$ cat src/rtl/cpu_bus_timer.sv
`default_nettype none
// ============================================================================
// Module   : cpu_bus_timer
// Purpose  : Bus timing stage for the 65816 core. Stretches each CPU bus
//            cycle to FAST_LEN / SLOW_LEN / XSLOW_LEN master clocks according
//            to address region and FastROM select, generates the cpu_en and
//            cpu_en_m1 clock-enable pulses, drives read/write strobes,
//            latches read data, and inserts DRAM-refresh stalls and DMA halts
//            between CPU cycles.
// Ports    : clk          master clock
//            reset_n      synchronous active-low reset
//            addr[23:0]   CPU address, sampled at cycle start
//            bus_op[1:0]  0 internal, 1 read, 2 write, 3 treated as internal
//            memsel       FastROM enable
//            bus_rdata    external read data
//            refresh_req  one-clock refresh request pulse
//            dma_req      DMA bus request (level)
//            turbo        force fast cycles (only with CPU_BUS_TIMER_TURBO_EN)
//            cpu_en       pulse on the last master clock of a CPU cycle
//            cpu_en_m1    pulse one clock before cpu_en
//            mem_rdata    latched read data
//            rd_strobe    read strobe
//            wr_strobe    write strobe
//            dma_grant    CPU halted, bus owned by DMA
// Options  : CPU_BUS_TIMER_TURBO_EN adds the turbo input.
// Revision : 1.0 - initial release
// ============================================================================
module cpu_bus_timer #(
  parameter int FAST_LEN    = 6,
  parameter int SLOW_LEN    = 8,
  parameter int XSLOW_LEN   = 12,
  parameter int REFRESH_LEN = 40,
  parameter int RESUME_LEN  = 8
) (
  input  logic        clk,
  input  logic        reset_n,
  input  logic [23:0] addr,
  input  logic [1:0]  bus_op,
  input  logic        memsel,
  input  logic [7:0]  bus_rdata,
  input  logic        refresh_req,
  input  logic        dma_req,
`ifdef CPU_BUS_TIMER_TURBO_EN
  input  logic        turbo,
`endif
  output logic        cpu_en,
  output logic        cpu_en_m1,
  output logic [7:0]  mem_rdata,
  output logic        rd_strobe,
  output logic        wr_strobe,
  output logic        dma_grant
);

  localparam int CNT_W = 8;

  localparam logic [CNT_W-1:0] FAST_L  = CNT_W'(FAST_LEN);
  localparam logic [CNT_W-1:0] SLOW_L  = CNT_W'(SLOW_LEN);
  localparam logic [CNT_W-1:0] XSLOW_L = CNT_W'(XSLOW_LEN);
  localparam logic [CNT_W-1:0] REF_L   = CNT_W'(REFRESH_LEN);
  localparam logic [CNT_W-1:0] RES_L   = CNT_W'(RESUME_LEN);

  localparam logic [2:0] S_START   = 3'd0;
  localparam logic [2:0] S_RUN     = 3'd1;
  localparam logic [2:0] S_REFRESH = 3'd2;
  localparam logic [2:0] S_HALT    = 3'd3;
  localparam logic [2:0] S_RESUME  = 3'd4;

  logic [2:0]       state_q, state_d;
  logic [CNT_W-1:0] cnt_q, cnt_d;
  logic             pend_q, pend_d;
  logic             is_rd_q, is_rd_d;
  logic             is_wr_q, is_wr_d;
  logic             strb_q, strb_d;       // low only on clock 2 of a cycle
  logic [7:0]       mem_rdata_q, mem_rdata_d;

  logic [CNT_W-1:0] w_cyc_len;
  logic             w_pend_now;
  logic [7:0]       w_bank;
  logic [15:0]      w_off;

  // --------------------------------------------------------------------------
  // Cycle length from the address region table
  // --------------------------------------------------------------------------
  always_comb begin
    w_bank    = addr[23:16];
    w_off     = addr[15:0];
    w_cyc_len = SLOW_L;
    if (bus_op == 2'd0 || bus_op == 2'd3) begin
      w_cyc_len = FAST_L;
    end else if (w_bank <= 8'h3F || (w_bank >= 8'h80 && w_bank <= 8'hBF)) begin
      if (w_off < 16'h2000)      w_cyc_len = SLOW_L;
      else if (w_off < 16'h4000) w_cyc_len = FAST_L;
      else if (w_off < 16'h4200) w_cyc_len = XSLOW_L;
      else if (w_off < 16'h6000) w_cyc_len = FAST_L;
      else if (w_off < 16'h8000) w_cyc_len = SLOW_L;
      else                       w_cyc_len = (w_bank >= 8'h80 && memsel) ? FAST_L : SLOW_L;
    end else if (w_bank <= 8'h7F) begin
      w_cyc_len = SLOW_L;
    end else begin
      w_cyc_len = memsel ? FAST_L : SLOW_L;
    end
`ifdef CPU_BUS_TIMER_TURBO_EN
    if (turbo) w_cyc_len = FAST_L;
`endif
  end

  // --------------------------------------------------------------------------
  // State register
  // --------------------------------------------------------------------------
  always_ff @(posedge clk) begin
    if (!reset_n) begin
      state_q     <= S_START;
      cnt_q       <= '0;
      pend_q      <= 1'b0;
      is_rd_q     <= 1'b0;
      is_wr_q     <= 1'b0;
      strb_q      <= 1'b0;
      mem_rdata_q <= 8'h00;
    end else begin
      state_q     <= state_d;
      cnt_q       <= cnt_d;
      pend_q      <= pend_d;
      is_rd_q     <= is_rd_d;
      is_wr_q     <= is_wr_d;
      strb_q      <= strb_d;
      mem_rdata_q <= mem_rdata_d;
    end
  end

  // --------------------------------------------------------------------------
  // Next-state logic
  // --------------------------------------------------------------------------
  // A refresh pulse on the deciding clock itself counts as pending, and the
  // pulse that lands on the clock entering S_REFRESH is absorbed by that stall.
  assign w_pend_now = pend_q | refresh_req;

  always_comb begin
    state_d     = state_q;
    cnt_d       = cnt_q;
    pend_d      = w_pend_now;
    is_rd_d     = is_rd_q;
    is_wr_d     = is_wr_q;
    strb_d      = strb_q;
    mem_rdata_d = mem_rdata_q;
    case (state_q)
      S_START: begin
        cnt_d   = w_cyc_len - CNT_W'(2);
        is_rd_d = (bus_op == 2'd1);
        is_wr_d = (bus_op == 2'd2);
        strb_d  = 1'b0;
        state_d = S_RUN;
      end
      S_RUN: begin
        strb_d = 1'b1;
        if (cnt_q == CNT_W'(1) && is_rd_q) mem_rdata_d = bus_rdata;
        if (cnt_q == '0) begin
          if (w_pend_now) begin
            state_d = S_REFRESH;
            cnt_d   = REF_L - CNT_W'(1);
            pend_d  = 1'b0;
          end else if (dma_req) begin
            state_d = S_HALT;
          end else begin
            state_d = S_START;
          end
        end else begin
          cnt_d = cnt_q - CNT_W'(1);
        end
      end
      S_REFRESH: begin
        if (cnt_q == '0) state_d = dma_req ? S_HALT : S_START;
        else             cnt_d   = cnt_q - CNT_W'(1);
      end
      S_HALT: begin
        if (!dma_req) begin
          state_d = S_RESUME;
          cnt_d   = RES_L - CNT_W'(1);
        end
      end
      S_RESUME: begin
        if (cnt_q == '0) begin
          if (w_pend_now) begin
            state_d = S_REFRESH;
            cnt_d   = REF_L - CNT_W'(1);
            pend_d  = 1'b0;
          end else begin
            state_d = S_START;
          end
        end else begin
          cnt_d = cnt_q - CNT_W'(1);
        end
      end
      default: state_d = S_START;
    endcase
  end

  // --------------------------------------------------------------------------
  // Outputs (decoded from registered state only)
  // --------------------------------------------------------------------------
  always_comb begin
    cpu_en    = (state_q == S_RUN) && (cnt_q == '0);
    cpu_en_m1 = (state_q == S_RUN) && (cnt_q == CNT_W'(1));
    rd_strobe = (state_q == S_RUN) && is_rd_q && strb_q;
    wr_strobe = (state_q == S_RUN) && is_wr_q && strb_q;
    dma_grant = (state_q == S_HALT);
    mem_rdata = mem_rdata_q;
  end

endmodule
`default_nettype wire

$ cat config.mk
export PLATFORM = sky130hd
export DESIGN_NAME = cpu_bus_timer
export DESIGN_NICKNAME = d
export VERILOG_FILES = /design/src/rtl/cpu_bus_timer.sv
export SDC_FILE = /design/constraint.sdc
export NUM_CORES = 1
export LEC_CHECK = 0
export BUFFER_PORTS_ARGS = -buffer_cell sky130_fd_sc_hd__buf_2
export CAP_MARGIN = 15
export CELL_PAD_IN_SITES_DETAIL_PLACEMENT = 1
export CELL_PAD_IN_SITES_GLOBAL_PLACEMENT = 1
export CORE_ASPECT_RATIO = 0.5
export CORE_MARGIN = 2
export CORE_UTILIZATION = 40
export CTS_BUF_LIST = sky130_fd_sc_hd__clkbuf_2 sky130_fd_sc_hd__clkbuf_4 sky130_fd_sc_hd__clkbuf_8
export CTS_CLUSTER_DIAMETER = 120
export CTS_CLUSTER_SIZE = 25
export DETAILED_ROUTE_END_ITERATION = 7
export HOLD_SLACK_MARGIN = 0.03
export PLACE_DENSITY = 0.84
export SLEW_MARGIN = 20
export SYNTH_ARGS = -nofsm -noshare
export SYNTH_HDL_FRONTEND = slang
export SYNTH_SLANG_ARGS = --single-unit
$ cat constraint.sdc
create_clock -name clk -period 5.95 [get_ports clk]
set_input_delay 0.2975 -clock clk [delete_from_list [all_inputs] [get_ports clk]]
set_output_delay 0.2975 -clock clk [all_outputs]
set_load 0.02 [all_outputs]
==> out/qor.json, run 1 <==
{
  "cp.depth": {"value": 3},
  "timing.final.crit_share": {"value": 39.3, "unit": "%"},
  "synth.lib_cells_used.distinct": {"value": 52},
  "finalSetupViolations": {"value": 0},
  "dr_wl_met2": {"value": 1810, "unit": "um"},
  "detailedRoute.firstIterationViolations": {"value": 45},
  "timing.setup.critical_path_class": {"value": "reg2out"},
  "grt_pass1_vias": {"value": 1412},
  "path_buf_inv": {"value": 1},
  "drive_above_1_share": {"value": 23.9, "unit": "%"},
  "final.setup.tns": {"value": 0, "unit": "ns"},
  "synthesis.area": {"value": 0.00151, "unit": "sq mm"},
  "timing.critical_path.max_delay_family": {"value": "simple AND/OR/NAND/NOR gates"},
  "globalplace.congestion": {"value": 0.870},
  "synth_enable_flop_cells": {"value": 0},
  "timing.slew.headroom": {"value": 42.8, "unit": "%"},
  "htree_num_levels": {"value": 1},
  "num_antenna_cells": {"value": 0},
  "grt_start_max_net_pins": {"value": 26},
  "timing.clock.skew": {"value": 0.00737, "unit": "ns"},
  "remaining_drc_errors": {"value": 0},
  "grt_setup_unrepaired": {"value": "false"},
  "post-dp-hpwl": {"value": 2970, "unit": "um"},
  "ant_nets_after_route": {"value": 0},
  "groute.usage.overall": {"value": 19.5, "unit": "%"},
  "area_growth_syn_to_layout": {"value": 15.7, "unit": "%"},
  "io_pins": {"value": 52},
  "synthTopCellsByArea": {"value": "dfxtp_1 31%, mux2i_1 6.6%, ha_1 5.0%, nor2b_1 4.6%, a21oi_1 3.6%"},
  "synth_top_cell_area_share": {"value": 30.5, "unit": "%"},
  "power.density_cell_area": {"value": 473, "unit": "mW/mm^2"},
  "detail_route.wirelength.met1": {"value": 1920, "unit": "um"},
  "postRouteWirelength": {"value": 3930, "unit": "um"},
  "syn_nets": {"value": 224},
  "r2r-start": {"value": "cnt_q[0]"},
  "layout.nets": {"value": 255},
  "syn-mean-instance-area": {"value": 8.43, "unit": "sq um"},
  "grt-ovfl-total": {"value": 0},
  "fin_area": {"value": 0.00175, "unit": "sq mm"},
  "cts_tree": {"value": "done"},
  "ys_seq_elements": {"value": 23},
  "postCtsSetupBuffers": {"value": 0},
  "die-area": {"value": 0.00431, "unit": "sq mm"},
  "timing.final.hold_violations": {"value": 0},
  "post-route-min-period": {"value": 2.34, "unit": "ns"},
  "drt-wirelength-per-cell": {"value": 15.1, "unit": "um"},
  "critPathCaptureType": {"value": "output pin"},
  "placed_area": {"value": 0.00170, "unit": "sq mm"},
  "clk_pin_slew_worst_paths": {"value": 0.09, "unit": "ns"},
  "maxSlewViolCount": {"value": 0},
  "grt_pass1_wl": {"value": 6550, "unit": "um"},
  "timing.critical_path.slowest_stage_cell": {"value": "dfxtp_1"},
  "count_of_buffers_from_port_buffering": {"value": 36},
  "max_clock_freq": {"value": 428, "unit": "MHz"},
  "cpPeakStageDelay": {"value": 0.71, "unit": "ns"},
  "worst_skew_pair.late_latency": {"value": 0.28, "unit": "ns"},
  "post-synth-top-area-cell": {"value": "dfxtp_1"},
  "routed_via_density": {"value": 5.50},
  "rows": {"value": 15},
  "maximum_root_to_sink_buffer_count": {"value": 2},
  "worstHoldPathCells": {"value": 3},
  "critical_path.startpoint": {"value": "state_q[0]"},
  "hold_ws": {"value": 0.270, "unit": "ns"},
  "crit_arrival": {"value": 2.04, "unit": "ns"},
  "postSynthCellCount": {"value": 179},
  "die_height": {"value": 47.4, "unit": "um"},
  "worst_ep_required_time": {"value": 5.65, "unit": "ns"},
  "yosysWarningCount": {"value": 0},
  "worst_hold_startpoint": {"value": "bus_rdata[5]"},
  "detailroute.via_count": {"value": 1431},
  "static_leakage": {"value": 0.827, "unit": "nW"},
  "timing_worst_slew_pin_value": {"value": 0.851, "unit": "ns"},
  "yosys.cell_count.top_type": {"value": "dfxtp_1"},
  "floorplan.die.width": {"value": 90.9, "unit": "um"},
  "core-area": {"value": 0.00353, "unit": "sq mm"},
  "cap_violations": {"value": 0},
  "tritoncts.num_buffers": {"value": 3},
  "yosysSeqAreaShare": {"value": 30.5, "unit": "%"},
  "start_kind": {"value": "flip-flop"},
  "cells_resized_by_post_cts_repair": {"value": 0},
  "cts-root-buf": {"value": "clkbuf_8"},
  "crit_path_max_fanout": {"value": 19},
  "irDropWorstVdd": {"value": 0.139, "unit": "mV"},
  "r2r.worst_path.cells": {"value": 7},
  "initial_utilization": {"value": 42.8, "unit": "%"},
  "cts-hold-fix-buffers": {"value": 0},
  "dr_top_layer": {"value": "met4"},
  "dp_worst_setup_slack": {"value": 3.65, "unit": "ns"},
  "drt_pre_antenna_iters": {"value": 4},
  "hold_class": {"value": "in2reg"},
  "grt_antenna_before_repair": {"value": 0},
  "run_status": {"value": "completed"},
  "numClockSinks": {"value": 23},
  "async_flop_share": {"value": 0, "unit": "%"},
  "dr_wl_met3": {"value": 147, "unit": "um"},
  "path_cells": {"value": "nor3b_1, and4_1, buf_2"},
  "synthFlopType": {"value": "dfxtp_1"},
  "synth_common_cells": {"value": "23 x dfxtp_1, 12 x nor2_1, 11 x a21oi_1, 11 x nand2_1, 11 x nor2b_1"},
  "post-route-worst-setup-slack": {"value": 3.61, "unit": "ns"}
}
worst register-to-register path: stages, from the launching register on:
cell	delay (ns)
dfxtp_1	0.37
inv_1	0.10
ha_1	0.23
nor3b_2	0.28
and2_1	0.36
o221a_4	0.34
mux2_2	0.35
o21a_1	0.18
per-stage QoR:
step	power [mW]	utilization, %	cells
CTS	0.826	49.5	260
global route	0.901	49.5	260
floorplan	0.628	-	179
global placement	0.699	48.1	256
finish	0.826	49.5	260
detailed placement	0.718	48.1	256
flip-flops by register name (all words and copies together), names as in the netlist:
signal	count
cnt_q	8
pend_q	1
is_rd_q	1
is_wr_q	1
strb_q	1
mem_rdata	8
state_q	3
final timing paths:
check,to,slack (ns)
worst max-delay path,cpu_en_m1,3.61
worst min-delay path,mem_rdata[5],0.27
worst max register to register,cnt_q[5],3.64
worst min register to register,mem_rdata[1],0.52
report_power, final:
part	internal (mW)	total (mW)	switching, mW
clock	0.0476	0.106	0.0588
sequential	0.192	0.271	0.0789
combinational	0.186	0.449	0.263
kinds of logic after synthesis:
kind of cell / Yosys count / share of synthesized area [%]
AO/OA/AOI/OAI: 51 / 24.1
AND/OR/NAND/NOR: 66 / 25.5
multiplexers: 11 / 7.38
XOR/XNOR: 1 / 0.581
adder cells (fa/ha/maj): 7 / 5.64
flip-flops: 23 / 30.5
buffers and inverters: 20 / 6.22
area by class of cell:
class,count,area [sq um]
Fill cell,463,1780
Tap cell,51,63.8
Clock inverter,1,7.51
Clock buffer,3,41.3
Multi-Input combinational cell,136,955
Sequential cell,23,460
Inverter,10,37.5
Timing Repair Buffer,36,180
placed cells by master, fill, tap and decap left out, drive strengths merged, types with 2 or more instances in the layout:
| master | n |
|---|---|
| inv | 10 |
| o21ai | 11 |
| or2 | 2 |
| nor2b | 11 |
| and2 | 3 |
| nor4 | 3 |
| mux2i | 10 |
| buf | 36 |
| dfxtp | 23 |
| a22oi | 2 |
| a22o | 2 |
| nand2b | 4 |
| a21boi | 5 |
| o41ai | 2 |
| o21bai | 2 |
| nand2 | 11 |
| nand3 | 5 |
| a21oi | 11 |
| o221a | 3 |
| clkbuf | 3 |
| ha | 6 |
| o211ai | 3 |
| nor3 | 2 |
| nor2 | 12 |
| and3 | 2 |
| nor3b | 4 |
| a31oi | 2 |
metal layers:
metal	up-vias	track usage, %
met1	686	25.0
met2	28	34.9
li1	712	-
met4	0	6.67
met3	5	3.78
met5	-	0
Note: power is estimated with default switching activity, not from simulation.
==> run 2, diff against run 1 <==
Settings changed: CORE_UTILIZATION 40 to 37, PLACE_DENSITY 0.84 to 0.78.
Clock period 5.95 ns to 2.2 ns, I/O delays scaled along.
==> run 2 against run 1 <==
Critical path depth up 4; critical endpoint is now cnt_q[5]; first-iteration DRC count increased by 6.7%; worst hold slack got worse by 0.18 ns; global-route usage shrank 0.90 points; sequential share of layout area decreased by 1.3 points; largest cell class unchanged.
==> out/qor.json, run 2 (synthesis results as in run 1) <==
{
  "run_status": {"value": "completed"},
  "clk_pin_slew_worst_paths": {"value": 0.09, "unit": "ns", "change": "about the same"},
  "timing.setup.critical_path_class": {"value": "reg2reg"},
  "final_core_util": {"value": 47.1, "unit": "%", "change": "-2.4 points"},
  "cts_tree": {"value": "done"},
  "detailroute.via_count": {"value": 1438, "change": "+0.49%"},
  "num_antenna_cells": {"value": 0, "change": "unchanged"},
  "floorplan.die.width": {"value": 94.3, "unit": "um", "change": "+3.8%"},
  "timing.final.hold_violations": {"value": 0, "change": "unchanged"},
  "rows": {"value": 16, "change": "+1"},
  "postRouteWirelength": {"value": 4120, "unit": "um", "change": "+4.9%"},
  "grt_pass1_vias": {"value": 1501, "change": "+6.3%"},
  "timing.slew.headroom": {"value": 64.5, "unit": "%", "change": "+22 points"},
  "globalplace.congestion": {"value": 0.815, "change": "-6.4%"},
  "num-fill-cells": {"value": 501, "change": "+8.2%"},
  "count_of_buffers_from_port_buffering": {"value": 36, "change": "unchanged"},
  "irDropWorstVdd": {"value": 0.462, "unit": "mV", "change": "+230%"},
  "cts-root-buf": {"value": "clkbuf_8"},
  "routed_via_density": {"value": 5.25, "change": "-4.6%"},
  "grt-ovfl-total": {"value": 0, "change": "unchanged"},
  "crit_arrival": {"value": 2.25, "unit": "ns", "change": "+0.21 ns"},
  "fin_total_pwr": {"value": 2.46, "unit": "mW", "change": "+200%"},
  "max_clock_freq": {"value": 483, "unit": "MHz"},
  "initial_utilization": {"value": 38.7, "unit": "%", "change": "-4.1 points"},
  "die-area": {"value": 0.00464, "unit": "sq mm", "change": "+7.6%"},
  "die_height": {"value": 49.2, "unit": "um", "change": "+3.6%"},
  "grt_start_max_net_pins": {"value": 26, "change": "unchanged"},
  "detailedRoute.firstIterationViolations": {"value": 48, "change": "+6.7%"},
  "htree_num_levels": {"value": 1, "change": "unchanged"},
  "power.density_cell_area": {"value": 1340, "unit": "mW/mm^2", "change": "+180%"},
  "final.setup.tns": {"value": 0, "unit": "ns", "change": "unchanged"},
  "cts-hold-fix-buffers": {"value": 0, "change": "unchanged"},
  "post-route-min-period": {"value": 2.07, "unit": "ns"},
  "grt_antenna_before_repair": {"value": 0, "change": "unchanged"},
  "static_leakage": {"value": 0.884, "unit": "nW", "change": "+6.9%"},
  "drive_above_1_share": {"value": 27.7, "unit": "%", "change": "+3.8 points"},
  "hold_ws": {"value": 0.0916, "unit": "ns", "change": "-0.178 ns"},
  "drt_pre_antenna_iters": {"value": 4, "change": "unchanged"},
  "timing.clock.skew": {"value": 0.00285, "unit": "ns", "change": "-0.00452 ns"},
  "groute.usage.overall": {"value": 18.6, "unit": "%", "change": "-0.90 points"},
  "drt-wirelength-per-cell": {"value": 15.0, "unit": "um", "change": "-0.42%"},
  "area_growth_syn_to_layout": {"value": 21.8, "unit": "%"},
  "finalSetupViolations": {"value": 0, "change": "unchanged"},
  "start_kind": {"value": "flip-flop"},
  "core-area": {"value": 0.00390, "unit": "sq mm", "change": "+11%"},
  "crit_path_max_fanout": {"value": 11, "change": "-8"},
  "worst_ep_required_time": {"value": 2.38, "unit": "ns", "change": "-3.27 ns"},
  "tritoncts.num_buffers": {"value": 3, "change": "unchanged"},
  "io_pins": {"value": 52, "change": "unchanged"},
  "final-seq-area": {"value": 460, "unit": "sq um", "change": "unchanged"},
  "grt_setup_unrepaired": {"value": "false"},
  "final_common_cell": {"value": "buf_2"},
  "cap_violations": {"value": 0, "change": "unchanged"},
  "hold_class": {"value": "in2reg"},
  "maximum_root_to_sink_buffer_count": {"value": 2, "change": "unchanged"},
  "timing_worst_slew_pin_value": {"value": 0.528, "unit": "ns", "change": "-0.323 ns"},
  "critPathCaptureType": {"value": "flip-flop"},
  "worst_skew_pair.late_latency": {"value": 0.27, "unit": "ns", "change": "about the same"},
  "post-dp-hpwl": {"value": 3160, "unit": "um", "change": "+6.3%"},
  "numClockSinks": {"value": 23, "change": "unchanged"},
  "grt_pass1_wl": {"value": 6860, "unit": "um", "change": "+4.7%"},
  "maxSlewViolCount": {"value": 0, "change": "unchanged"},
  "layout.nets": {"value": 266, "change": "+4.3%"},
  "final_cell_mix": {"value": "36 x buf_2, 23 x dfxtp_1, 12 x nor2_1"},
  "ant_nets_after_route": {"value": 0, "change": "unchanged"},
  "remaining_drc_errors": {"value": 0, "change": "unchanged"},
  "timing.final.crit_share": {"value": 94.2, "unit": "%"},
  "multi_input_comb_area": {"value": 961, "unit": "sq um", "change": "+0.66%"}
}
run 2: area by class of cell:
cell class | instances | share of cell area [%]
Inverter | 10 | 2.04
Multi-Input combinational cell | 136 | 52.3
Tap cell | 54 | 3.68
Timing Repair Buffer | 47 | 14.3
Clock inverter | 1 | 0.408
Clock buffer | 3 | 2.25
Sequential cell | 23 | 25.1
run 2: stage by stage:
step	area [sq um]	worst slack, ns	instances
global route	1840	0.0485	274
global placement	1780	0.165	270
floorplan	1510	0.159	179
finish	1840	0.128	274
CTS	1830	0.0839	274
detailed placement	1780	0.120	270
run 2: timing repair:
item	in CTS	in global routing
resized for setup	0	1
setup buffers	0	0
endpoints found under the setup margin	0	1
run 2: power breakdown:
group          internal (mW)  total (mW)  switching [mW]
logic                  0.667        1.50           0.837
registers              0.519       0.670           0.151
clock network          0.129       0.286           0.157
total                   1.31        2.46            1.15
run 2: worst max-delay path, stage by stage, from the launching register on:
cell     delay (ns)
dfxtp_1        0.32
inv_1          0.10
ha_1           0.24
nor3b_4        0.27
and2_1         0.20
o221a_4        0.29
mux2_2         0.36
o21a_1         0.19
run 2: final timing paths:
check / cells after the start / to / slack, ns / start
hold / removal: 3 / mem_rdata[7] / 0.09 / bus_rdata[7]
setup reg to reg: 7 / cnt_q[5] / 0.13 / cnt_q[1]
hold reg to reg: 2 / is_wr_q / 0.52 / is_wr_q
setup / recovery: 7 / cnt_q[5] / 0.13 / cnt_q[1]
run 2: metal layers:
metal	wire [um]	track usage, %
met5	0	0
met1	1980	24.2
met4	27	3.62
met2	1950	32.4
met3	160	3.55
